[src/rtl/serial_pkg.sv]
// Shared definitions for the serial bit source and the sequence detector it feeds.
// Holds the line-state encoding and the idle line level.
package serial_pkg;

   typedef enum logic [1:0] {
      StIdle  = 2'd0,
      StShift = 2'd1,
      StGap   = 2'd2
   } serial_state_e;

   localparam logic IdleLevel = 1'b0;

endpackage

[src/rtl/serial_bit_source.sv]
// Parallel-to-serial stage: accepts words over valid/ready and emits one bit per clock
// on a registered line, with optional idle gap cycles after each word.
module serial_bit_source
   import serial_pkg::*;
#(
   parameter int unsigned WIDTH     = 8,
   parameter int unsigned GAP       = 0,
   parameter bit          MSB_FIRST = 1'b1
) (
   input  logic             clk,
   input  logic             rst,
   input  logic [WIDTH-1:0] din,
   input  logic             din_valid,
   output logic             din_ready,
   output logic             sout,
   output logic             sout_valid,
   output logic             busy
);

   localparam int unsigned CntW    = (WIDTH > 1) ? $clog2(WIDTH) : 1;
   localparam int unsigned HeadIdx = MSB_FIRST ? WIDTH - 1 : 0;
   localparam logic [CntW-1:0] BitInit = CntW'(WIDTH - 1);
   localparam logic [3:0]      GapInit = (GAP > 0) ? 4'(GAP - 1) : 4'd0;

   serial_state_e    state_q, state_d;
   logic [WIDTH-1:0] shreg_q, shreg_d;
   logic [CntW-1:0]  bitcnt_q, bitcnt_d;
   logic [3:0]       gapcnt_q, gapcnt_d;
   logic             sout_q, sout_d;
   logic             sout_valid_q, sout_valid_d;
   logic             busy_q, busy_d;
   logic             last_bit;
   logic             accept;

   assign last_bit  = (state_q == StShift) && (bitcnt_q == '0);
   // Only a gapless stream may take the next word on the last-bit cycle.
   assign din_ready = rst && ((state_q == StIdle) || (last_bit && (GAP == 0)));
   assign accept    = din_valid && din_ready;

   always_comb begin
      state_d  = state_q;
      shreg_d  = shreg_q;
      bitcnt_d = bitcnt_q;
      gapcnt_d = gapcnt_q;

      unique case (state_q)
         StIdle: begin
            if (accept) begin
               shreg_d  = din;
               bitcnt_d = BitInit;
               state_d  = StShift;
            end
         end
         StShift: begin
            if (bitcnt_q != '0) begin
               shreg_d  = MSB_FIRST ? (shreg_q << 1) : (shreg_q >> 1);
               bitcnt_d = bitcnt_q - 1'b1;
            end else if (GAP != 0) begin
               gapcnt_d = GapInit;
               state_d  = StGap;
            end else if (accept) begin
               shreg_d  = din;
               bitcnt_d = BitInit;
            end else begin
               state_d = StIdle;
            end
         end
         StGap: begin
            if (gapcnt_q == '0) begin
               state_d = StIdle;
            end else begin
               gapcnt_d = gapcnt_q - 1'b1;
            end
         end
         default: state_d = StIdle;
      endcase

      // Outputs are registered from the next state so they line up with it.
      sout_valid_d = (state_d == StShift);
      sout_d       = sout_valid_d ? shreg_d[HeadIdx] : IdleLevel;
      busy_d       = (state_d != StIdle);
   end

   always_ff @(posedge clk) begin
      if (!rst) begin
         state_q      <= StIdle;
         shreg_q      <= '0;
         bitcnt_q     <= '0;
         gapcnt_q     <= '0;
         sout_q       <= IdleLevel;
         sout_valid_q <= 1'b0;
         busy_q       <= 1'b0;
      end else begin
         state_q      <= state_d;
         shreg_q      <= shreg_d;
         bitcnt_q     <= bitcnt_d;
         gapcnt_q     <= gapcnt_d;
         sout_q       <= sout_d;
         sout_valid_q <= sout_valid_d;
         busy_q       <= busy_d;
      end
   end

   assign sout       = sout_q;
   assign sout_valid = sout_valid_q;
   assign busy       = busy_q;

endmodule

[config.mk]
export PLATFORM = sky130hd
export DESIGN_NAME = serial_bit_source
export DESIGN_NICKNAME = d
export VERILOG_FILES = /design/src/rtl/serial_pkg.sv /design/src/rtl/serial_bit_source.sv
export SDC_FILE = /design/constraint.sdc
export NUM_CORES = 1
export LEC_CHECK = 0
export CAP_MARGIN = 20
export CORE_MARGIN = 4
export CORE_UTILIZATION = 56
export CTS_CLUSTER_DIAMETER = 60
export DETAILED_ROUTE_END_ITERATION = 8
export PLACE_DENSITY = 0.86
export SLEW_MARGIN = 25
export SYNTH_ARGS = -nofsm -noshare
export SYNTH_HDL_FRONTEND = slang
export SYNTH_SLANG_ARGS = --single-unit
[constraint.sdc]
create_clock -name clk -period 3.4 [get_ports clk]
set_clock_uncertainty 0.1 [all_clocks]
set_input_delay 0.34 -clock clk [delete_from_list [all_inputs] [get_ports clk]]
set_output_delay 0.34 -clock clk [all_outputs]
set_load 0.005 [all_outputs]
* Word level (Yosys, flattened, before mapping) *
Cells that the tools add are included.

cells by class
  add/subtract/negate cells = 2
  equality and inequality tests = 3
  muxes and demuxes = 11
  bitwise operators = 1
  reduce and logical (&&, ||, !) cells = 12

operator list
  kind                                               count
  2-to-1 mux 8 bit                                   2
  case mux 8 bit (2 select lines)                    1
  2-to-1 mux 2 bit                                   4
  2-to-1 mux 3 bit                                   2
  case mux 2 bit (3 select lines)                    1
  case mux 3 bit (2 select lines)                    1
  == test 2 x 1 -> 1 bit (second input constant)     2
  zero test 4 bit                                    1
  AND reduction 2 bit                                2
  nonzero test 2 bit                                 2
  subtractor 4 x 1 -> 4 bit (second input constant)  1
  logical AND 1 bit                                  3
  zero test 3 bit                                    1
  nonzero test 3 bit                                 1
  subtractor 3 x 1 -> 3 bit (second input constant)  1
  == test 2 bit (second input constant)              1
  zero test 2 bit                                    1
  logical OR 1 bit                                   1
  NOT 1 bit                                          1

storage, ports and cells
  register bits = 20
  input bits = 11
  output and inout port bits = 4
  word-level logic and storage cells = 37

* Logic depth before layout (Yosys ltp) *
Gate-level depths: netlist of run 1.

  depth after elaboration = 10
  mapped depth = 7
  mapped depth without buffers = 5

* Least setup slack after synthesis of run 1 *
Ideal clock, no wire load.

  path kind = register to output
  start point = reg bitcnt_q[0]
  end point = out din_ready
  arrival = 1084 ps
  data required time = 2960 ps
  path slack = 1876 ps
  stages on the path, launching flop included = 7
  path buffers = 1
  cell sequence = dfxtp_1 -> inv_1 -> ha_1 -> nand2b_1 -> buf_6 -> and2_1 -> nor2_1

between the ends
  word-level cells in the longest chain between the ends = 4

RTL lines
  element                 RTL line                 text
  from (decl)             serial_bit_source.sv:27  logic [CntW-1:0] bitcnt_q, bitcnt_d;
  from (signal assigned)  serial_bit_source.sv:96  bitcnt_q <= bitcnt_d;
  zero test 3 bit         serial_bit_source.sv:35  assign last_bit = (state_q == StShift) && (bitcnt_q == '0);
  logical AND 1 bit       serial_bit_source.sv:35
  logical OR 1 bit        serial_bit_source.sv:37  assign din_ready = rst && ((state_q == StIdle) || (last_bit && (GAP == 0)));
  logical AND 1 bit       serial_bit_source.sv:37
  to (decl)               serial_bit_source.sv:14  output logic din_ready,

No other way between the ends.

* Final worst setup path of run 1 *
Ends and elaborated chain as after synthesis.

==> impl_metrics.env, run 1 <==
export IMPL_status="completed"
export IMPL_power_frac_clock=0.240
export IMPL_finalMaxSlewViolations=0
export IMPL_irDropWorstVdd_mv=0.277
export IMPL_reg2reg_depth=5
export IMPL_critical_path_max_stage_delay_ns=0.51
export IMPL_sequentialPowerShare=0.549
export IMPL_grt_overflow_total=0
export IMPL_hold_buffers=0
export IMPL_ys_async_sr_fraction=0
export IMPL_synth_ff_type="dfxtp_1"
export IMPL_ioPinCount=15
export IMPL_critPathCaptureType="output port"
export IMPL_synthCells=120
export IMPL_most_common_layout_cells="dfxtp_1 (19), clkdlybuf4s50_1 (14), nor2_1 (12), a21oi_1 (10), nand2_1 (7)"
export IMPL_synthesis_area_mm2=0.00104
export IMPL_antennaDiodeCount=0
export IMPL_fmax_mhz=370
export IMPL_cts_tree="yes"
export IMPL_worst_path_buf_inv=2
export IMPL_post_route_drc_count=0
export IMPL_required_ns=2.96
export IMPL_ant_nets=0
export IMPL_layout_nets=145
export IMPL_power_uw=464
export IMPL_power_switching_uw=127
export IMPL_swShare=0.274
export IMPL_nFillCells=147
export IMPL_dieHeight_um=51.1
export IMPL_combinationalPowerShare=0.211
export IMPL_yosys_warnings=0
export IMPL_first_global_vias=845
export IMPL_mostFrequentLayoutCell="dfxtp_1"
export IMPL_drive_above_1_share=0.0615
export IMPL_synth_edf_count=0
export IMPL_regToRegEndpoint="shreg_q[6]$_SDFFE_PN0P_"
export IMPL_htreeDepth=1
export IMPL_cts_made_buffers=3
export IMPL_synth_ff_latch_count=19
export IMPL_clock_sinks=19
export IMPL_critical_path_max_fanout=18
export IMPL_p_leak_nw=0.476
export IMPL_syn_to_final_growth_pct=14.1
export IMPL_synthDistinctLibCells=32
export IMPL_gp_congestion=0.758
export IMPL_cts_setup_buffers=0
export IMPL_timing_setup_tns_ns=0
export IMPL_max_slew_margin_rel=0.526
export IMPL_fp_coreArea_mm2=0.00175
export IMPL_grt_max_degree=28
export IMPL_cts_resized=0
export IMPL_worstHoldPathType="flip-flop to flip-flop"
export IMPL_r2r_start="bitcnt_q[0]$_SDFFE_PN0P_"
export IMPL_ys_seq_area_frac=0.366
export IMPL_clkTransAtPathRegs_ns=0.11
export IMPL_cp_slowest_cell="clkdlybuf4s50_1"
export IMPL_min_from="gapcnt_q[1]$_SDFFE_PN0P_"
export IMPL_wire_per_inst_um=13.2
export IMPL_drt_wl_total_mm=2.05
export IMPL_arrival_ns=2.26
export IMPL_seq_area_um2=380
export IMPL_design_die_area_mm2=0.00261
export IMPL_worstMarginPinSlew_ns=0.711
export IMPL_hold_viol_final=0
export IMPL_first_pass_iters=4
export IMPL_setup_viol=0
export IMPL_period_needed_ns=2.70
export IMPL_root_buffer="clkbuf_4"
export IMPL_clock_path_buffers=2
export IMPL_r2r_slack_ns=1.65
export IMPL_synth_nets=134
export IMPL_multi_input_area_um2=574
export IMPL_whs_path_depth=2
export IMPL_start_util=0.596
export IMPL_groute_usage_overall=0.177
export IMPL_via_per_inst=5.63
export IMPL_criticalPathCategory="flip-flop to output port"
export IMPL_min_to="gapcnt_q[1]$_SDFFE_PN0P_"
export IMPL_cell_internal_pwr_uw=337
export IMPL_synth_area_per_cell_um2=8.66
export IMPL_grt_pass1_wl_mm=3.62
export IMPL_crit_chain="inv_1 > ha_1 > nand2b_1 > and2_1 > nor2_1 > clkdlybuf4s50_1"
export IMPL_grt_setup_unrepaired="no"
export IMPL_port_buffers=14
export IMPL_drt_iter0_markers=32
export IMPL_antenna_found_initial=0
export IMPL_crit_path_start_kind="flip-flop"
export IMPL_clk_latency_ns=0.29
export IMPL_die_w_um=51.1
export IMPL_maxCapViolCount=0
export IMPL_hpwl_mm=1.37
export IMPL_power_density_mw_per_mm2=391
export IMPL_via_count=873
export IMPL_path_delay_family="simple AND/OR/NAND/NOR gates"
export IMPL_rows=15
export IMPL_period_share=0.796
## per-layer routing
metal,GRT usage,wire length (um)
met1,0.240,977
met2,0.270,943
met3,0.0466,115
met4,0.0583,9
met5,0,0
## Yosys cell counts, types with 2 or more instances
cell type,count,share of area
nor2b_1,3,0.018
a211o_1,6,0.051
nor2_1,12,0.043
a31oi_1,6,0.036
buf_6,3,0.032
ha_1,3,0.036
nand4_1,2,0.012
buf_2,2,0.0096
clkbuf_1,4,0.014
o211a_1,2,0.019
nand2_1,7,0.025
dfxtp_1,19,0.37
o21ai_0,6,0.029
and2_1,2,0.012
nor4bb_1,6,0.058
inv_1,5,0.018
mux2i_1,4,0.039
nand2b_1,4,0.024
nand3_1,2,0.0096
a21oi_1,10,0.048
## how the worst max path moves through the flow
stage | from | end | slack, ns | depth (start not counted)
after floorplan | bitcnt_q[0]$_SDFFE_PN0P_ | din_ready | 1.88 | 6
after global placement | bitcnt_q[0]$_SDFFE_PN0P_ | din_ready | 1.05 | 6
after detailed placement | bitcnt_q[0]$_SDFFE_PN0P_ | din_ready | 1.02 | 6
after CTS | bitcnt_q[0]$_SDFFE_PN0P_ | din_ready | 0.69 | 6
after global routing | bitcnt_q[0]$_SDFFE_PN0P_ | din_ready | 0.50 | 6
final | bitcnt_q[0]$_SDFFE_PN0P_ | din_ready | 0.70 | 6
## area by class of cell
cell class / count / area share
Sequential cell: 19 / 0.321
Clock buffer: 4 / 0.0222
Tap cell: 25 / 0.0264
Timing Repair Buffer: 16 / 0.131
Multi-Input combinational cell: 86 / 0.484
Inverter: 5 / 0.0158
## registers in the layout, summed over array words and instances, names as in the netlist
register	count
gapcnt_q	4
busy	1
sout	1
sout_valid	1
shreg_q	7
state_q	2
bitcnt_q	3
## stage by stage
| step | hold slack, ns | cells | setup slack [ns] | instance area (um2) | utilization |
|---|---|---|---|---|---|
| after detailed placement | 0.374 | 151 | 1.02 | 1160 | 0.665 |
| after global placement | 0.361 | 151 | 1.05 | 1160 | 0.665 |
| after floorplan | 0.346 | 120 | 1.88 | 1040 | - |
| after CTS | 0.386 | 155 | 0.686 | 1190 | 0.680 |
| after global routing | 0.403 | 155 | 0.500 | 1190 | 0.680 |
| final | 0.386 | 155 | 0.695 | 1190 | 0.680 |
## logic make-up (layout without fill, tap and decap cells)
family	Yosys count	count (layout)	synth area share
DFF	19	19	0.366
and+or+nand+nor	43	43	0.237
adders and majority gates	3	3	0.0361
muxes	5	5	0.0493
buffers and inverters	15	25	0.0818
AOI/OAI and AO/OA	35	35	0.230
## power by group through the flow
stage / logic, mW / clock network [mW] / registers [mW]
after floorplan: 0.0781 / 0 / 0.253
after global placement: 0.0936 / 0 / 0.258
after detailed placement: 0.0970 / 0 / 0.259
after CTS: 0.0979 / 0.114 / 0.254
after global routing: 0.110 / 0.122 / 0.258
final: 0.0979 / 0.111 / 0.254
## worst register-to-register path: stages, from the launching register on
cell and delay (ns):
dfxtp_1 0.34, inv_1 0.08, ha_1 0.25, nand2b_1 0.37, a211o_1 0.40, a21oi_1 0.15
Power figures use the tool's default switching activity.
==> run 2: changes to the inputs <==
Settings changed: CORE_UTILIZATION 56 to 52, PLACE_DENSITY 0.86 to 0.81.
Clock period 3.4 ns to 2.82 ns, I/O delays scaled along.
==> impl_metrics.env, run 2 (synthesis gave the netlist of run 1 again) <==
export IMPL_status="completed"
export IMPL_clock_path_buffers=2
export IMPL_root_buffer="clkbuf_4"
export IMPL_cts_made_buffers=3
export IMPL_cts_tree="yes"
export IMPL_ant_nets=0
export IMPL_max_slew_margin_rel=0.637
export IMPL_ioPinCount=15
export IMPL_fmax_mhz=419
export IMPL_antenna_found_initial=0
export IMPL_hold_buffers=0
export IMPL_grt_pass1_wl_mm=3.28
export IMPL_largest_register_ffs=7
export IMPL_antennaDiodeCount=0
export IMPL_wire_per_inst_um=12.5
export IMPL_maxCapViolCount=0
export IMPL_setup_viol=0
export IMPL_critical_path_max_stage_delay_ns=0.50
export IMPL_cts_setup_buffers=0
export IMPL_period_needed_ns=2.39
export IMPL_grt_overflow_total=0
export IMPL_cts_resized=0
export IMPL_irDropWorstVdd_mv=0.376
export IMPL_reg_top3="shreg_q x7, gapcnt_q x4, bitcnt_q x3"
export IMPL_hpwl_mm=1.34
export IMPL_r2r_start="bitcnt_q[0]$_SDFFE_PN0P_"
export IMPL_grt_max_degree=27
export IMPL_setup_slack_ns=0.433
export IMPL_htreeDepth=1
export IMPL_p_leak_nw=0.485
export IMPL_path_delay_family="buffers and inverters"
export IMPL_drt_wl_total_mm=1.97
export IMPL_groute_usage_overall=0.159
export IMPL_placedCellCount=153
export IMPL_crit_chain="inv_1 > ha_1 > nand2b_1 > buf_4 > and2_1 > nor2_1 > clkdlybuf4s50_1"
export IMPL_period_share=0.847
export IMPL_criticalPathCategory="flip-flop to output port"
export IMPL_gp_congestion=0.749
export IMPL_worstMarginPinSlew_ns=0.543
export IMPL_min_from="shreg_q[0]$_SDFFE_PN0P_"
export IMPL_worst_path_buf_inv=3
export IMPL_syn_to_final_growth_pct=15.5
export IMPL_arrival_ns=2.01
export IMPL_start_util=0.577
export IMPL_mostFrequentLayoutCell="dfxtp_1"
export IMPL_die_w_um=52.7
export IMPL_finalMaxSlewViolations=0
export IMPL_hold_viol_final=0
export IMPL_power_density_mw_per_mm2=467
export IMPL_fp_coreArea_mm2=0.00180
export IMPL_via_count=888
export IMPL_clock_sinks=19
export IMPL_first_pass_iters=4
export IMPL_dp_slack_ns=0.750
export IMPL_design_die_area_mm2=0.00278
export IMPL_clk_latency_ns=0.29
export IMPL_required_ns=2.44
export IMPL_fin_cells=157
export IMPL_worstHoldPathType="flip-flop to flip-flop"
export IMPL_first_global_vias=820
export IMPL_layout_nets=147
export IMPL_post_route_drc_count=0
export IMPL_drive_above_1_share=0.0758
export IMPL_via_per_inst=5.66
export IMPL_grt_setup_unrepaired="no"
export IMPL_port_buffers=14
export IMPL_cp_slowest_cell="clkdlybuf4s50_1"
export IMPL_rows=15
export IMPL_critPathCaptureType="output port"
export IMPL_dieHeight_um=52.7
export IMPL_most_common_layout_cells="dfxtp_1 (19), clkdlybuf4s50_1 (14), nor2_1 (12), a21oi_1 (10), nand2_1 (7)"
export IMPL_crit_path_start_kind="flip-flop"
export IMPL_drt_iter0_markers=19
export IMPL_critical_path_max_fanout=18
export IMPL_timing_setup_tns_ns=0
export IMPL_clkTransAtPathRegs_ns=0.10
export IMPL_critPathLaunch="bitcnt_q[0]$_SDFFE_PN0P_"
export IMPL_regMostFlops="shreg_q"
run 2: where the power goes:
group / internal (mW) / switching (mW) / total [mW]
clock network: 0.0549 / 0.0779 / 0.133
registers: 0.288 / 0.0118 / 0.300
logic: 0.0671 / 0.0607 / 0.128
run 2: per-layer routing:
layer / vias to the layer above / GRT usage / part of all wire
met4: 0 / 0.0638 / 0.013
met3: 2 / 0.0342 / 0.042
li1: 449 / - / -
met1: 417 / 0.189 / 0.44
met5: - / 0 / 0
met2: 20 / 0.275 / 0.50
run 2: path summary, 6_finish.rpt:
| check | slack (ns) | end | cells past startpoint |
|---|---|---|---|
| min reg2reg | 0.38 | shreg_q[0]$_SDFFE_PN0P_ | 2 |
| min | 0.38 | shreg_q[0]$_SDFFE_PN0P_ | 2 |
| max reg2reg | 1.29 | shreg_q[6]$_SDFFE_PN0P_ | 6 |
| max | 0.43 | din_ready | 7 |
run 2: worst register-to-register path: stages, from the launching register on:
cell and delay [ns]:
dfxtp_1 0.34, inv_1 0.08, ha_1 0.25, nand2b_1 0.07, buf_4 0.19, a211o_1 0.30, a21oi_1 0.13
run 2: layout make-up:
type / instances / area (um2)
Clock buffer: 4 / 26.3
Fill cell: 170 / 601
Inverter: 5 / 18.8
Multi-Input combinational cell: 86 / 574
Sequential cell: 19 / 380
Tap cell: 25 / 31.3
Timing Repair Buffer: 18 / 170
run 2: through the flow:
stage	instance area (um2)	power, mW	hold WS [ns]	utilization
5_1_grt	1200	0.596	0.415	0.667
2_1_floorplan	1040	0.399	0.346	-
3_3_place_gp	1170	0.430	0.361	0.652
6_report	1200	0.561	0.385	0.667
4_1_cts	1200	0.567	0.388	0.667
3_5_place_dp	1170	0.434	0.371	0.652
